<file path="config.mk">
export PLATFORM = sky130hd
export DESIGN_NAME = game_sequencer
export DESIGN_NICKNAME = d
export VERILOG_FILES = /design/src/rtl/game_sequencer.sv
export SDC_FILE = /design/constraint.sdc
export NUM_CORES = 1
export LEC_CHECK = 0
export CAP_MARGIN = 10
export CORE_MARGIN = 5
export CORE_UTILIZATION = 59
export DETAILED_ROUTE_END_ITERATION = 16
export PLACE_DENSITY = 0.86
export SETUP_SLACK_MARGIN = 0.4
export SLEW_MARGIN = 20
export SYNTH_ARGS = -nofsm -noshare
export SYNTH_HDL_FRONTEND = slang
export SYNTH_SLANG_ARGS = --single-unit
</file>
<file path="constraint.sdc">
create_clock -name clk -period 4.6 [get_ports clk]
set_input_delay 0.92 -clock clk [delete_from_list [all_inputs] [get_ports clk]]
set_output_delay 0.92 -clock clk [all_outputs]
set_load 0.05 [all_outputs]
</file>
<file path="src/rtl/game_sequencer.sv">
// Dino game flow controller: IDLE/START/RUN/DEAD sequencing, BCD score/hiscore, speed ramp.
// Optional AUTO_RESTART_EN: attract mode, restarts without a button press.
module game_sequencer #(
  parameter int SPEED_INIT = 1,
  parameter int SPEED_MAX  = 7,
  parameter int SPEED_STEP = 100,
  parameter int DEATH_HOLD = 40
) (
  input  logic        clk,
  input  logic        rst,
  input  logic        i_tick_60hz,
  input  logic        i_tick_20hz,
  input  logic        i_collision,
  input  logic        i_jump_btn,
  output logic [1:0]  o_state,
  output logic        o_run,
  output logic        o_obj_reset,
  output logic [2:0]  o_speed,
  output logic [15:0] o_score_bcd,
  output logic [15:0] o_hiscore_bcd,
  output logic        o_score_tick
);

  // state | meaning
  // IDLE  | waiting for first start
  // START | one cycle: reload objects, clear score
  // RUN   | objects advance, score counts
  // DEAD  | frozen, restart after hold time
  typedef enum logic [1:0] {
    S_IDLE  = 2'd0,
    S_START = 2'd1,
    S_RUN   = 2'd2,
    S_DEAD  = 2'd3
  } state_t;

  localparam int HW = $clog2(DEATH_HOLD + 1);
  localparam int SW = $clog2(SPEED_STEP + 1);

  state_t        state, next_state;
  logic          btn_prev;
  logic          btn_rise;
  logic          coll_latch;
  logic [HW-1:0] hold_cnt;
  logic [SW-1:0] step_cnt;
  logic [2:0]    speed;
  logic [15:0]   score;
  logic [15:0]   hiscore;
  logic          score_tick;
  logic          hit;
  logic          inc;
  logic          hold_done;
  logic          score_max;

  function automatic logic [15:0] bcd_inc(input logic [15:0] v);
    logic [15:0] r;
    logic        c;
    r = v;
    c = 1'b1;
    for (int d = 0; d < 4; d++) begin
      if (c) begin
        if (r[4*d +: 4] == 4'd9) begin
          r[4*d +: 4] = 4'd0;
        end else begin
          r[4*d +: 4] = r[4*d +: 4] + 4'd1;
          c = 1'b0;
        end
      end
    end
    return r;
  endfunction

  assign btn_rise  = i_jump_btn & ~btn_prev;
  assign hit       = coll_latch | i_collision;
  assign inc       = (state == S_RUN) & i_tick_20hz & ~(i_tick_60hz & hit);
  assign hold_done = (hold_cnt == HW'(DEATH_HOLD));
  assign score_max = (score == 16'h9999);

  always_ff @(posedge clk or posedge rst) begin
    if (rst) state <= S_IDLE;
    else     state <= next_state;
  end

  always_comb begin
    next_state = state;
    case (state)
      S_IDLE: begin
`ifdef AUTO_RESTART_EN
        if (btn_rise || i_tick_60hz) next_state = S_START;
`else
        if (btn_rise) next_state = S_START;
`endif
      end
      S_START: next_state = S_RUN;
      S_RUN: begin
        if (i_tick_60hz && hit) next_state = S_DEAD;
      end
      S_DEAD: begin
`ifdef AUTO_RESTART_EN
        if (hold_done) next_state = S_START;
`else
        if (hold_done && btn_rise) next_state = S_START;
`endif
      end
      default: next_state = S_IDLE;
    endcase
  end

  always_comb begin
    o_run       = (state == S_RUN);
    o_obj_reset = (state == S_START);
    o_state     = state;
  end

  always_ff @(posedge clk or posedge rst) begin
    if (rst) begin
      btn_prev   <= 1'b0;
      coll_latch <= 1'b0;
      hold_cnt   <= '0;
      step_cnt   <= '0;
      speed      <= 3'(SPEED_INIT);
      score      <= '0;
      hiscore    <= '0;
      score_tick <= 1'b0;
    end else begin
      btn_prev   <= i_jump_btn;
      score_tick <= 1'b0;
      case (state)
        S_START: begin
          score      <= '0;
          step_cnt   <= '0;
          coll_latch <= 1'b0;
          hold_cnt   <= '0;
          speed      <= 3'(SPEED_INIT);
        end
        S_RUN: begin
          if (i_tick_60hz)      coll_latch <= 1'b0;
          else if (i_collision) coll_latch <= 1'b1;
          if (inc) begin
            if (!score_max) begin
              score      <= bcd_inc(score);
              score_tick <= 1'b1;
            end
            // step counter keeps running at 9999 so the speed ramp is not stalled
            if (step_cnt == SW'(SPEED_STEP - 1)) begin
              step_cnt <= '0;
              if (speed < 3'(SPEED_MAX)) speed <= speed + 3'd1;
            end else begin
              step_cnt <= step_cnt + SW'(1);
            end
          end
        end
        S_DEAD: begin
          // packed BCD orders the same as unsigned binary
          if (score > hiscore) hiscore <= score;
          if (i_tick_20hz && !hold_done) hold_cnt <= hold_cnt + HW'(1);
        end
        default: ;
      endcase
    end
  end

  assign o_speed       = speed;
  assign o_score_bcd   = score;
  assign o_hiscore_bcd = hiscore;
  assign o_score_tick  = score_tick;

endmodule
</file>
==> results.md <==
Synthesis:
- The synthesized design contains 53 register bits.
- In this run, synthesis inferred 0 flip-flops with an integrated enable.
- The gate count of the mapped netlist is 317.
- When the netlist entered floorplanning its net count stood at 356.
- The post-synth design cell area is 3180 µm².
- Among all flip-flop cells after synthesis, the most frequent one is sky130_fd_sc_hd__dfrtp_1.
- The post-synthesis cell type count is 50.
- The average instance in the mapped netlist occupies 10.0 µm².
- The share of the Yosys chip area taken by registers is 41.7%.
- After synthesis, the share of flip-flops with an asynchronous set or reset is 100%.
- The Yosys step of the flow raised 0 warnings.

Setup path:
- The required arrival time at the worst endpoint is 3.68 ns.
- The data arrival time of the worst path is 1.99 ns.
- The category of the worst setup path launch point is a flop.
- The setup path with the least slack is of type flop to primary output.
- The largest fanout of any net on the critical path is 5.
- The number of cells traversed by the worst register-to-register path is 6.
- STA classifies the critical path endpoint as a primary output.
- In this run the worst setup path begins at o_state[1].
- The launching point of the worst reg2reg path is o_score_bcd[12].

Route:
- The number of remaining DRC errors is 0.
- In the routed layout, each cell is associated on average with a via count of 5.72.
- The detailed router finished its first iteration with 102 violations.
- The count of nets left with antenna violations after detail routing is 0.
- In the final routed layout, each cell accounts on average for 15.3 µm.
- The total via count after detailed routing is 2492.
- The number of search-and-repair iterations in the first detailed-routing pass is 4.
- The total routed wirelength is 6660 µm.

Timing:
- Setup repair after global routing left no endpoint under its margin.
- The final-report max-slew violation count is 0.
- The worst path uses 63.3% of the clock period.
- The remaining max-slew budget at the tightest pin is 39.7%.
- The clock skew is 0.00998 ns.
- For the pin with the worst max-slew slack, the measured transition is 0.903 ns.
- The setup TNS is 0 ns.
- The number of hold-slack violations in the final timing report was 0.
- The tightest hold path in the finished design has a slack of 0.506 ns.
- The final count of negative-setup-slack endpoints is 0.
- The final critical delay including setup and external delays is 2.91 ns.
- The achievable frequency is 344 MHz.

Die:
- The vertical die dimension is 83.5 µm.
- The area of the placeable core is 5170 µm².
- The die is 83.5 µm wide.
- The floorplan step defined a die boundary enclosing 6970 µm².
- The initial utilization of the core area, before any placement, comes to 61.6%.
- After floorplanning, the core was divided into 26 placement rows.
- Pin placement for this block handled 46 I/O pins.

Clock tree:
- TritonCTS built the clock tree.
- Counting the buffers created by CTS gives 5.
- For this design, the CTS-stage hold fixing added 0 buffers.
- After clock tree synthesis, the clock-pin slew on the worst setup and hold paths is 0.09 ns.
- The later pin in the worst-skew pair is clocked with a latency of 0.31 ns.
- The post-CTS setup-driven buffer insertion count is 0.
- The number of clock sinks is 53.
- The worst-case clock buffer depth is 2.
- The number of instances resized during post-cts repair is 0.
- CTS placed an instance of sky130_fd_sc_hd__clkbuf_8 at the clock tree root.
- The clock tree synthesis step divided the H-tree into 2 levels.

GRT:
- The number of antenna violations at the first check in global routing was 0.
- The overall track demand over capacity in global routing is 20.0%.
- The largest net degree at the start of global routing is 54.
- The via count of the first global-routing pass is 2504.
- The first-pass GRT wire length is 11700 µm.
- Global routing finished with a remaining overflow of 0.

Min path:
- The path class of the tightest hold or removal check is flop to flop.
- The startpoint of the lowest-slack hold path is hold_cnt[5].
- Counting instances, the worst hold path has a depth of 1.

Final layout:
- The final non-filler cell total is 436.
- The register cell area after layout is 1330 µm².
- Compared with the post-synthesis result, the final layout area differs by 19.0%.
- The number of inserted diodes is 0.
- The area of the multi-input gates is 1700 µm².
- The number of fillers in the final layout is 372.
- The share of layout cells above drive strength 1 is 11.7%.
- The library cell used most frequently in the layout, excluding fill and tap cells, is sky130_fd_sc_hd__dfrtp_1.
- The number of nets in the layout is 404.
- The library cells used most frequently in the layout, excluding fill and tap cells, are 52 x sky130_fd_sc_hd__dfrtp_1, 45 x sky130_fd_sc_hd__clkdlybuf4s50_1, 33 x sky130_fd_sc_hd__ha_1.

Flow run:
- The number of max-cap violations is 0.

Power:
- The design draws 2.19 mW.
- The largest voltage drop on the vdd net is 0.000434 V.
- The total leakage power is 1.67 nW.
- The power per cell area is 578 nW/µm².

Place:
- After detailed placement, the design holds a cell count of 428.
- At the end of routability-driven placement, the weighted congestion stood at 0.803.
- The estimated wirelength of the detail-placed design is 4920 µm.
- In this run the tool buffered the top-level ports with 45 buffer cells.

Run status:
- The run finished with clean final reports.
==> cell usage after synthesis, types with 2 or more instances <==
cell / number / area share [%]
sky130_fd_sc_hd__a21o_1: 5 / 1.2
sky130_fd_sc_hd__a21oi_1: 15 / 2.4
sky130_fd_sc_hd__a221o_1: 2 / 0.63
sky130_fd_sc_hd__a31o_2: 3 / 0.83
sky130_fd_sc_hd__a31oi_1: 6 / 1.2
sky130_fd_sc_hd__and3b_1: 2 / 0.55
sky130_fd_sc_hd__buf_2: 2 / 0.31
sky130_fd_sc_hd__dfrtp_1: 52 / 41
sky130_fd_sc_hd__ha_1: 33 / 13
sky130_fd_sc_hd__inv_1: 30 / 3.5
sky130_fd_sc_hd__mux2_2: 10 / 3.5
sky130_fd_sc_hd__mux2_4: 6 / 2.8
sky130_fd_sc_hd__mux2i_1: 4 / 1.3
sky130_fd_sc_hd__nand2_1: 29 / 3.4
sky130_fd_sc_hd__nand2b_1: 6 / 1.2
sky130_fd_sc_hd__nand3_1: 11 / 1.7
sky130_fd_sc_hd__nand3b_1: 4 / 0.94
sky130_fd_sc_hd__nand4_1: 5 / 0.98
sky130_fd_sc_hd__nor2_1: 17 / 2.0
sky130_fd_sc_hd__nor2b_1: 4 / 0.79
sky130_fd_sc_hd__nor3_1: 6 / 0.94
sky130_fd_sc_hd__nor4_1: 2 / 0.39
sky130_fd_sc_hd__nor4_4: 2 / 1.3
sky130_fd_sc_hd__nor4b_1: 2 / 0.55
sky130_fd_sc_hd__o211ai_1: 2 / 0.47
sky130_fd_sc_hd__o21ai_0: 23 / 3.6
sky130_fd_sc_hd__o31ai_1: 6 / 1.4
sky130_fd_sc_hd__or2_2: 3 / 0.59
sky130_fd_sc_hd__or3_1: 3 / 0.59
sky130_fd_sc_hd__xnor2_1: 2 / 0.55
==> per-stage QoR <==
stage,utilization [%],cell area [µm²],setup slack [ns]
2_1_floorplan,-,3180,2.01
3_3_place_gp,71.3,3690,1.87
3_5_place_dp,71.3,3690,1.79
4_1_cts,73.2,3790,1.68
5_1_grt,73.2,3790,1.58
6_report,73.2,3790,1.69
==> path summary, 6_finish.rpt <==
check / endpoint / slack, ns
min in group asynchronous: step_cnt[6] / 1.08
worst min-delay path: hold_cnt[5] / 0.51
worst max register to register: o_hiscore_bcd[6] / 2.01
worst max-delay path: o_obj_reset / 1.69
worst min register to register: hold_cnt[5] / 0.51
max in group asynchronous: o_score_bcd[1] / 2.98
==> layout make-up <==
type / instances / share of cell area (%)
timing repair buffer: 47 / 12.3
clock buffer: 6 / 2.18
inverter: 30 / 3.01
multi-input combinational: 228 / 44.7
tap: 70 / 2.31
clock inverter: 2 / 0.429
sequential: 53 / 35.0
==> report_power, final <==
group | leakage, nW | internal, mW | switching [mW] | total (mW)
logic | 0.911 | 0.468 | 0.775 | 1.24
registers | 0.716 | 0.555 | 0.109 | 0.664
clock network | 0.0478 | 0.124 | 0.159 | 0.283
==> kinds of logic (layout without fill, tap and decap cells) <==
| kind of cell | after synthesis | after routing | share of synthesized area [%] |
|---|---|---|---|
| AO/OA/AOI/OAI | 70 | 70 | 14.0 |
| XOR/XNOR | 3 | 3 | 0.825 |
| adder cells (fa/ha/maj) | 33 | 33 | 13.0 |
| buffers and inverters | 36 | 85 | 5.07 |
| flip-flops | 53 | 53 | 41.7 |
| multiplexers | 20 | 20 | 7.62 |
| AND/OR/NAND/NOR | 102 | 102 | 17.8 |
==> worst max-delay path, stage by stage, from the launching register on <==
cell,delay [ns]
sky130_fd_sc_hd__dfrtp_1,0.44
sky130_fd_sc_hd__inv_1,0.14
sky130_fd_sc_hd__ha_1,0.26
sky130_fd_sc_hd__clkdlybuf4s50_1,0.84
==> state kept, by name (all words and copies together) (netlist names) <==
signal and flops:
step_cnt 7, o_speed 3, hold_cnt 6, btn_prev 1, coll_latch 1, o_state 2
o_hiscore_bcd 16, o_score_tick 1, o_score_bcd 16
==> metal layers <==
layer / share of wire, % / wire [µm] / GRT usage [%]
met5: 0 / 0 / 0
met4: 1.5 / 97 / 5.70
met3: 4.7 / 312 / 4.44
met2: 49 / 3300 / 34.1
met1: 44 / 2960 / 25.6
(Power assumes the default switching activity.)
